## src/rtl/front_spi_slave.sv

```systemverilog
// SPI mode-0 responder for the front-panel link: 24-bit MOSI frame in, 24-bit MISO word out, oversampled in i_clk.
// Optional interrupt output (o_irq / i_irq_clear) is enabled by defining FRONT_SPI_SLV_IRQ_EN.
module front_spi_slave #(
    parameter int                    DATA_WIDTH   = 24,
    parameter int                    SYNC_STAGES  = 2,
    parameter logic [DATA_WIDTH-1:0] TX_IDLE_WORD = '0
) (
    input  logic                  i_clk,
    input  logic                  i_rst,
    input  logic                  i_spi_sclk,
    input  logic                  i_spi_cs_n,
    input  logic                  i_spi_mosi,
    output logic                  o_spi_miso,
    output logic                  o_miso_oe,
    input  logic [DATA_WIDTH-1:0] i_tx_data,
    input  logic                  i_tx_valid,
    output logic                  o_tx_ready,
    output logic [DATA_WIDTH-1:0] o_rx_data,
    output logic                  o_rx_valid,
    input  logic                  i_rx_ready,
    output logic                  o_rx_overrun,
    output logic                  o_frame_err,
`ifdef FRONT_SPI_SLV_IRQ_EN
    output logic                  o_irq,
    input  logic                  i_irq_clear,
`endif
    output logic                  o_busy
);

    localparam int CNT_W = $clog2(DATA_WIDTH + 2);
    localparam logic [CNT_W-1:0] CNT_FULL = CNT_W'(DATA_WIDTH);
    localparam logic [CNT_W-1:0] CNT_SAT  = CNT_W'(DATA_WIDTH + 1);

    typedef enum logic [1:0] {
        ST_IDLE  = 2'd0,
        ST_SHIFT = 2'd1,
        ST_DONE  = 2'd2
    } state_e;

    state_e state_q, state_d;

    // sclk and cs_n keep one extra flop so the last two synchronised samples can be compared.
    logic [SYNC_STAGES:0]   sclk_sync_q;
    logic [SYNC_STAGES:0]   cs_sync_q;
    logic [SYNC_STAGES-1:0] mosi_sync_q;

    logic [DATA_WIDTH-1:0] tx_shift_q, tx_shift_d;
    logic [DATA_WIDTH-1:0] rx_shift_q, rx_shift_d;
    logic [DATA_WIDTH-1:0] hold_q, hold_d;
    logic                  hold_full_q, hold_full_d;
    logic [DATA_WIDTH-1:0] rx_data_q, rx_data_d;
    logic                  rx_valid_q, rx_valid_d;
    logic                  overrun_q, overrun_d;
    logic                  frame_err_q, frame_err_d;
    logic [CNT_W-1:0]      bit_cnt_q, bit_cnt_d;
    logic                  rx_rise;

    logic sclk_s, cs_s, mosi_s;
    logic sclk_rise, sclk_fall, cs_fall, cs_rise;

    assign sclk_s    = sclk_sync_q[SYNC_STAGES-1];
    assign cs_s      = cs_sync_q[SYNC_STAGES-1];
    assign mosi_s    = mosi_sync_q[SYNC_STAGES-1];
    assign sclk_rise =  sclk_s & ~sclk_sync_q[SYNC_STAGES] & ~cs_s;
    assign sclk_fall = ~sclk_s &  sclk_sync_q[SYNC_STAGES] & ~cs_s;
    assign cs_fall   = ~cs_s &  cs_sync_q[SYNC_STAGES];
    assign cs_rise   =  cs_s & ~cs_sync_q[SYNC_STAGES];

    // cs_n resets to the asserted level so a CS still held low after reset cannot look like a new falling edge.
    always_ff @(posedge i_clk or posedge i_rst) begin
        if (i_rst) begin
            sclk_sync_q <= '0;
            cs_sync_q   <= '0;
            mosi_sync_q <= '0;
        end else begin
            // NOTE: sequential state always uses <= so every flop samples pre-edge values, independent of statement order.
            sclk_sync_q <= {sclk_sync_q[SYNC_STAGES-1:0], i_spi_sclk};
            cs_sync_q   <= {cs_sync_q[SYNC_STAGES-1:0], i_spi_cs_n};
            mosi_sync_q <= {mosi_sync_q[SYNC_STAGES-2:0], i_spi_mosi};
        end
    end

    always_ff @(posedge i_clk or posedge i_rst) begin
        if (i_rst) begin
            state_q <= ST_IDLE;
        end else begin
            state_q <= state_d;
        end
    end

    always_comb begin
        // NOTE: assigning a default before the case keeps every path driven, so no latch is inferred.
        state_d = state_q;
        case (state_q)
            ST_IDLE:  if (cs_fall) state_d = ST_SHIFT;
            ST_SHIFT: if (cs_rise) state_d = ST_DONE;
            ST_DONE:  state_d = ST_IDLE;
            default:  state_d = ST_IDLE;
        endcase
    end

    always_comb begin
        tx_shift_d  = tx_shift_q;
        rx_shift_d  = rx_shift_q;
        hold_d      = hold_q;
        hold_full_d = hold_full_q;
        rx_data_d   = rx_data_q;
        rx_valid_d  = rx_valid_q;
        bit_cnt_d   = bit_cnt_q;
        overrun_d   = 1'b0;
        frame_err_d = 1'b0;
        rx_rise     = 1'b0;

        if (rx_valid_q && i_rx_ready) rx_valid_d = 1'b0;

        case (state_q)
            ST_IDLE: begin
                if (cs_fall) begin
                    tx_shift_d  = hold_full_q ? hold_q : TX_IDLE_WORD;
                    hold_full_d = 1'b0;
                    bit_cnt_d   = '0;
                end
            end
            ST_SHIFT: begin
                if (sclk_rise) begin
                    rx_shift_d = {rx_shift_q[DATA_WIDTH-2:0], mosi_s};
                    if (bit_cnt_q != CNT_SAT) bit_cnt_d = bit_cnt_q + 1'b1;
                end
                if (sclk_fall) tx_shift_d = {tx_shift_q[DATA_WIDTH-2:0], 1'b0};
            end
            ST_DONE: begin
                if (bit_cnt_q == CNT_FULL) begin
                    // A consume in this same cycle frees the slot, so the new word wins over an overrun.
                    if (!rx_valid_q || i_rx_ready) begin
                        rx_data_d  = rx_shift_q;
                        rx_valid_d = 1'b1;
                        rx_rise    = ~rx_valid_q;
                    end else begin
                        overrun_d = 1'b1;
                    end
                end else begin
                    frame_err_d = 1'b1;
                end
            end
            default: ;
        endcase

        // Ready implies empty, so this never collides with the frame-start unload above.
        if (i_tx_valid && !hold_full_q) begin
            hold_d      = i_tx_data;
            hold_full_d = 1'b1;
        end
    end

    always_ff @(posedge i_clk or posedge i_rst) begin
        if (i_rst) begin
            tx_shift_q  <= '0;
            rx_shift_q  <= '0;
            hold_q      <= '0;
            hold_full_q <= 1'b0;
            rx_data_q   <= '0;
            rx_valid_q  <= 1'b0;
            bit_cnt_q   <= '0;
            overrun_q   <= 1'b0;
            frame_err_q <= 1'b0;
        end else begin
            tx_shift_q  <= tx_shift_d;
            rx_shift_q  <= rx_shift_d;
            hold_q      <= hold_d;
            hold_full_q <= hold_full_d;
            rx_data_q   <= rx_data_d;
            rx_valid_q  <= rx_valid_d;
            bit_cnt_q   <= bit_cnt_d;
            overrun_q   <= overrun_d;
            frame_err_q <= frame_err_d;
        end
    end

`ifdef FRONT_SPI_SLV_IRQ_EN
    logic irq_q, irq_d;

    always_comb begin
        irq_d = irq_q & ~i_irq_clear;
        if (rx_rise || overrun_d || frame_err_d) irq_d = 1'b1;
    end

    always_ff @(posedge i_clk or posedge i_rst) begin
        if (i_rst) begin
            irq_q <= 1'b0;
        end else begin
            irq_q <= irq_d;
        end
    end

    assign o_irq = irq_q;
`endif

    always_comb begin
        o_busy       = (state_q == ST_SHIFT);
        o_miso_oe    = (state_q == ST_SHIFT);
        o_spi_miso   = (state_q == ST_SHIFT) & tx_shift_q[DATA_WIDTH-1];
        o_tx_ready   = ~hold_full_q;
        o_rx_data    = rx_data_q;
        o_rx_valid   = rx_valid_q;
        o_rx_overrun = overrun_q;
        o_frame_err  = frame_err_q;
    end

endmodule
```

## config.mk

```make
export PLATFORM = sky130hd
export DESIGN_NAME = front_spi_slave
export DESIGN_NICKNAME = d
export VERILOG_FILES = /design/src/rtl/front_spi_slave.sv
export SDC_FILE = /design/constraint.sdc
export NUM_CORES = 1
export LEC_CHECK = 0
export CORE_ASPECT_RATIO = 0.8
export CORE_UTILIZATION = 40
export DETAILED_ROUTE_END_ITERATION = 16
export GPL_TIMING_DRIVEN = 0
export PLACE_DENSITY_LB_ADDON = 0.12
export SYNTH_ARGS = -nofsm -noshare
export SYNTH_HDL_FRONTEND = slang
export SYNTH_SLANG_ARGS = --single-unit
```

## constraint.sdc

```tcl
create_clock -name i_clk -period 3.6 [get_ports i_clk]
set_clock_uncertainty 0.1 [all_clocks]
set_input_delay 0.54 -clock i_clk [delete_from_list [all_inputs] [get_ports i_clk]]
set_output_delay 0.54 -clock i_clk [all_outputs]
set_load 0.03 [all_outputs]
```

-- Yosys cells after proc, flatten, opt, wreduce, memory -nomap -nowiden
Index checks and enable logic that the tools add are counted.
- ROM bits: 0
- RAM bits: 0
- input port bits: 31
- latch bits: 0
- memories: 0
- bits in registers: 115
- logic and storage cells: 73
- multiply operators: 0
- divide/modulo/power cells: 0
- $lt $le $gt $ge: 0
- add/subtract/negate cells: 1
- reduce and logical (&&, ||, !) cells: 15
- bitwise operators: 12
- equality and inequality tests: 9
- multiplexer cells: 23
- shifts and indexed selects: 0
- operator list (kind ; number):
    24-bit 2-to-1 mux ; 3
    24-bit case mux with 2 select lines ; 1
    5-bit 2-to-1 mux ; 3
    1-bit 2-to-1 mux ; 12
    5-bit case mux with 2 select lines ; 1
    2-bit by 1-bit != test with 1-bit output (second input constant) ; 4
    1-bit bitwise AND ; 7
    2-bit AND reduction ; 3
    3-bit AND reduction ; 2
    2-bit nonzero test ; 3
    5-bit by 1-bit adder with 5-bit output (second input constant) ; 1
    5-bit == test (second input constant) ; 1
    5-bit != test (second input constant) ; 1
    1-bit inverter ; 5
    2-bit 2-to-1 mux ; 2
    2-bit case mux with 2 select lines ; 1
    4-bit AND reduction ; 1
    2-bit by 1-bit == test with 1-bit output (second input constant) ; 1
    2-bit == test (second input constant) ; 1
    1-bit logical AND ; 2
    1-bit logical NOT ; 2
    2-bit logical NOT ; 1
    2-bit != test (second input constant) ; 1
    1-bit logical OR ; 1

-- Depth between registers and ports, before layout
- word-level depth: 5
- mapped depth: 7
- mapped depth without buffers: 5

-- Worst setup path after synthesis
OpenSTA, ideal clock, no wires.
- path kind: flip-flop to output port
- start: register state_q[1]
- end: output o_spi_miso
- required time: 2.960 ns
- cell stages (with the launch flop): 6
- arrival: 1.433 ns
- setup slack: 1.527 ns
- cells stage by stage: dfrtp_1 > buf_2 > nand2b_1 > inv_1 > buf_2 > and2_1
- cells in the longest elaborated chain, start to end: 2
- ends and longest elaborated chain (what ; line ; text):
    from (decl) ; 40 ; state_e state_q, state_d;
    from (signal assigned) ; 87 ; state_q <= state_d;
    2-bit by 1-bit == test with 1-bit output ; - ;
    named net o_busy ; 27 ; output logic o_busy
    1-bit bitwise AND ; 201 ; o_spi_miso = (state_q == ST_SHIFT) & tx_shift_q[DATA_WIDTH-1];
    to (decl) ; 13 ; output logic o_spi_miso,
The timed path passes the listed nets, and every way through them passes these cells.

-- Worst setup path in the final report
- start: register state_q[1]
- end: output o_spi_miso
- cells in the longest elaborated chain, start to end: 2
- ends and longest elaborated chain (what ; line):
    2-bit by 1-bit == test with 1-bit output ; 201
    1-bit bitwise AND ; 201
No other way between the ends.

==> qor.csv <==
stage,metric,value,unit
critical_path,crit path kind,flop to primary output,
logic_synthesis,post-synth top area cell,dfrtp_1,
layout,Area growth syn-to-layout,30.4,%
grt,most used routing layer,met2,
layout,Fillers,1021,
grt,pin count of the biggest net entering global routing,40,
layout,Final nets,473,
logic_synthesis,synthesized area per cell,13.8,sq um
floorplan,die area,12700,sq um
timing,Worst Hold Slack,0.247,ns
pwr,PwrDens,680,nW/um^2
placement,GP Congestion,0.733,
pwr,maximum VDD drop,0.000373,V
grt,GR Util met3,5.07,%
clock_network,clock root cell,clkbuf_16,
layout,storage element area,2880,sq um
critical_path,Worst Path Required,2.96,ns
timing,Worst Tran Pin Value,0.581,ns
drt,drt wl/cell,15.1,um
logic_synthesis,ys flop type,dfrtp_1,
grt,first-pass GRT wire length,15500,um
timing,fin crit period,3.14,ns
layout,layout cells sized above 1,33.2,%
critical_path,Worst Setup Start Kind,flop,
critical_path,max incr delay on CP,0.66,ns
grt,overall routing resource usage,15.9,%
logic_synthesis,cells after synthesis,356,
clock_network,hold buffers post-CTS,0,
drt,vias,2933,
placement,hpwl dp,6060,um
grt,vias in the first global route,3025,
clock_network,Num CTS Buffers,17,
clock_network,post-CTS setup buffers,0,
logic_synthesis,top-area cell type share of the netlist area,58.6,%
critical_path,Worst Setup End Kind,primary output,
timing,Slew Limit Fails,0,
grt,M2 GR Usage,23.4,%
clock_network,Clock transition at path regs,0.05,ns
min_path,Worst Hold Class,flop to flop,
critical_path,critical path cell sequence,"buf_2, nand2b_1, inv_1, buf_2, and2_1, clkdlybuf4s50_1",
logic_synthesis,Yosys reg bits,115,
logic_synthesis,number of synthesized flops with an enable pin,0,
critical_path,Max Fanout on Critical Path,11,
clock_network,Resized cells post-CTS,0,
clock_network,H-tree Lvls,4,
clock_network,CTS tree,yes,
grt,Congestion Overflow GR,0,
critical_path,critical path's top delay family,buffers and inverters,
floorplan,core area,11700,sq um
logic_synthesis,most instantiated cells after synthesis,"dfrtp_1 (115), mux2_2 (76), nand2_1 (28), nand3b_1 (24), o21ai_0 (23)",
floorplan,Rows,35,
layout,# diodes,0,
clock_network,clock latency on the worst-skew pair,0.40,ns
critical_path,critical path's slowest cell,clkdlybuf4s50_1,
logic_synthesis,Area contributors post-synth,"dfrtp_1 (59%), mux2_2 (17%), mux2_4 (6.1%), nand3b_1 (3.7%), o21ai_0 (2.3%)",
grt,routing usage on met1,22.0,%
timing,TNS Setup,0,ns
layout,Multi-input gate area,1850,sq um
drt,routed wire length,9080,um
clock_network,Longest Clk Path Bufs,2,
critical_path,Crit path arrival time,2.50,ns
timing,max_slew headroom,61.2,%
critical_path,crit-path most repeated cell,buf_2,
floorplan,Starting Density,41.9,%
logic_synthesis,Yosys cell types,36,
floorplan,Die Height,101,um
timing,Setup-failing EPs final,0,
pwr,total power after layout,4.35,mW
drt,antenna-violating nets left,0,
logic_synthesis,top-count cell post-synth,dfrtp_1,
critical_path,CP bufs+invs,4,
timing,RSZ-0062 raised after global routing,false,
grt,initial antenna violation count,0,
pwr,Static Leak,2.97,nW
logic_synthesis,"Net Count, Synth",390,
timing,fmax,0.318,GHz
drt,detailed-route DRC error count,0,
timing,period utilization,87.2,%
floorplan,die width,126,um
logic_synthesis,post-synthesis sequential area ratio,58.6,%
clock_network,clk sinks,115,
timing,final hold violation count,0,
run_status,outcome,"complete, no violations",
flow_run,max-cap violations,0,
drt,drt pass-1 iters,4,
floorplan,I/O Pins,62,
drt,DRT iter0 DRCs,79,
logic_synthesis,asr flop ratio synth,100,%
placement,Port Buffer Count,61,
logic_synthesis,"Cell Area, Synth",4910,sq um
drt,DR vias/cell,4.89,
logic_synthesis,synthesis warning total,0,
==> state kept, by name, indices dropped and copies added (netlist names) <==
register	flops
bit_cnt_q	5
cs_sync_q	3
hold_full_q	1
hold_q	24
mosi_sync_q	2
o_frame_err	1
o_rx_data	24
o_rx_overrun	1
o_rx_valid	1
rx_shift_q	24
sclk_sync_q	3
state_q	2
tx_shift_q	24
==> worst reg2reg max path, cell delays in order, from the launching register on <==
cell and delay (ns):
dfrtp_1 0.43, inv_1 0.09, ha_1 0.15, and4b_1 0.24
and3b_1 0.16, buf_2 0.19, buf_2 0.28, mux2_2 0.37
==> logic make-up (layout without fill, tap and decap cells) <==
family	Yosys count	in the layout	share of synthesized area (%)
fa+ha+maj	3	3	0.764
compound gates	30	30	3.51
xor+xnor	1	1	0.178
flops	115	115	58.6
mux	99	99	24.1
buf+inv	32	128	3.77
simple gates	76	76	9.07
==> placed cells by master (no fill, tap or decap), drive strengths merged, types with 2 or more instances in the layout <==
master,n
nand2b,5
mux2i,3
bufinv,4
clkdlybuf4s50,61
and4b,2
clkinvlp,3
inv,8
clkbuf,27
nor2,4
mux2,96
buf,18
ha,3
dfrtp,115
nand3,2
nand2,28
o21ai,23
nand3b,24
clkinv,7
o311ai,2
==> report_power, final <==
| part | internal (mW) | switching (mW) |
|---|---|---|
| logic | 0.452 | 0.371 |
| clock network | 1.16 | 0.606 |
| registers | 1.60 | 0.162 |
==> worst paths after layout <==
check                        startpoint             to  slack, ns  cells after the start
setup / recovery             state_q[1]     o_spi_miso       0.46                      6
hold / removal             cs_sync_q[0]   cs_sync_q[1]       0.25                      0
setup reg to reg           bit_cnt_q[0]  o_rx_data[10]       1.47                      7
hold reg to reg            cs_sync_q[0]   cs_sync_q[1]       0.25                      0
max in group asynchronous         i_rst  tx_shift_q[7]       2.29                      4
min in group asynchronous         i_rst   o_rx_data[7]       0.38                      2
==> per-stage QoR <==
| step | std cells | area (sq um) | setup WS, ns | util [%] |
|---|---|---|---|---|
| 5_1_grt | 600 | 6400 | 0.309 | 54.6 |
| 6_report | 600 | 6400 | 0.460 | 54.6 |
| 3_3_place_gp | 565 | 5710 | 0.420 | 48.7 |
| 2_1_floorplan | 356 | 4920 | 1.53 | - |
| 4_1_cts | 600 | 6400 | 0.416 | 54.6 |
| 3_5_place_dp | 568 | 5770 | 0.855 | 49.2 |
==> layout make-up <==
cell class / instances / share of cell area, %
clock inverter: 15 / 3.22
buffer: 25 / 2.48
clock buffer: 17 / 6.64
multi-input combinational: 209 / 28.9
tap: 148 / 2.89
timing repair buffer: 64 / 10.5
inverter: 7 / 0.469
sequential: 115 / 44.9
==> metal layers <==
layer,wire [um],up-vias,share of wire (%)
met2,4110,40,45
met1,4640,1465,51
met3,267,6,2.9
met5,0,-,0
met4,66,0,0.73
li1,-,1422,-
(Power assumes the default switching activity.)
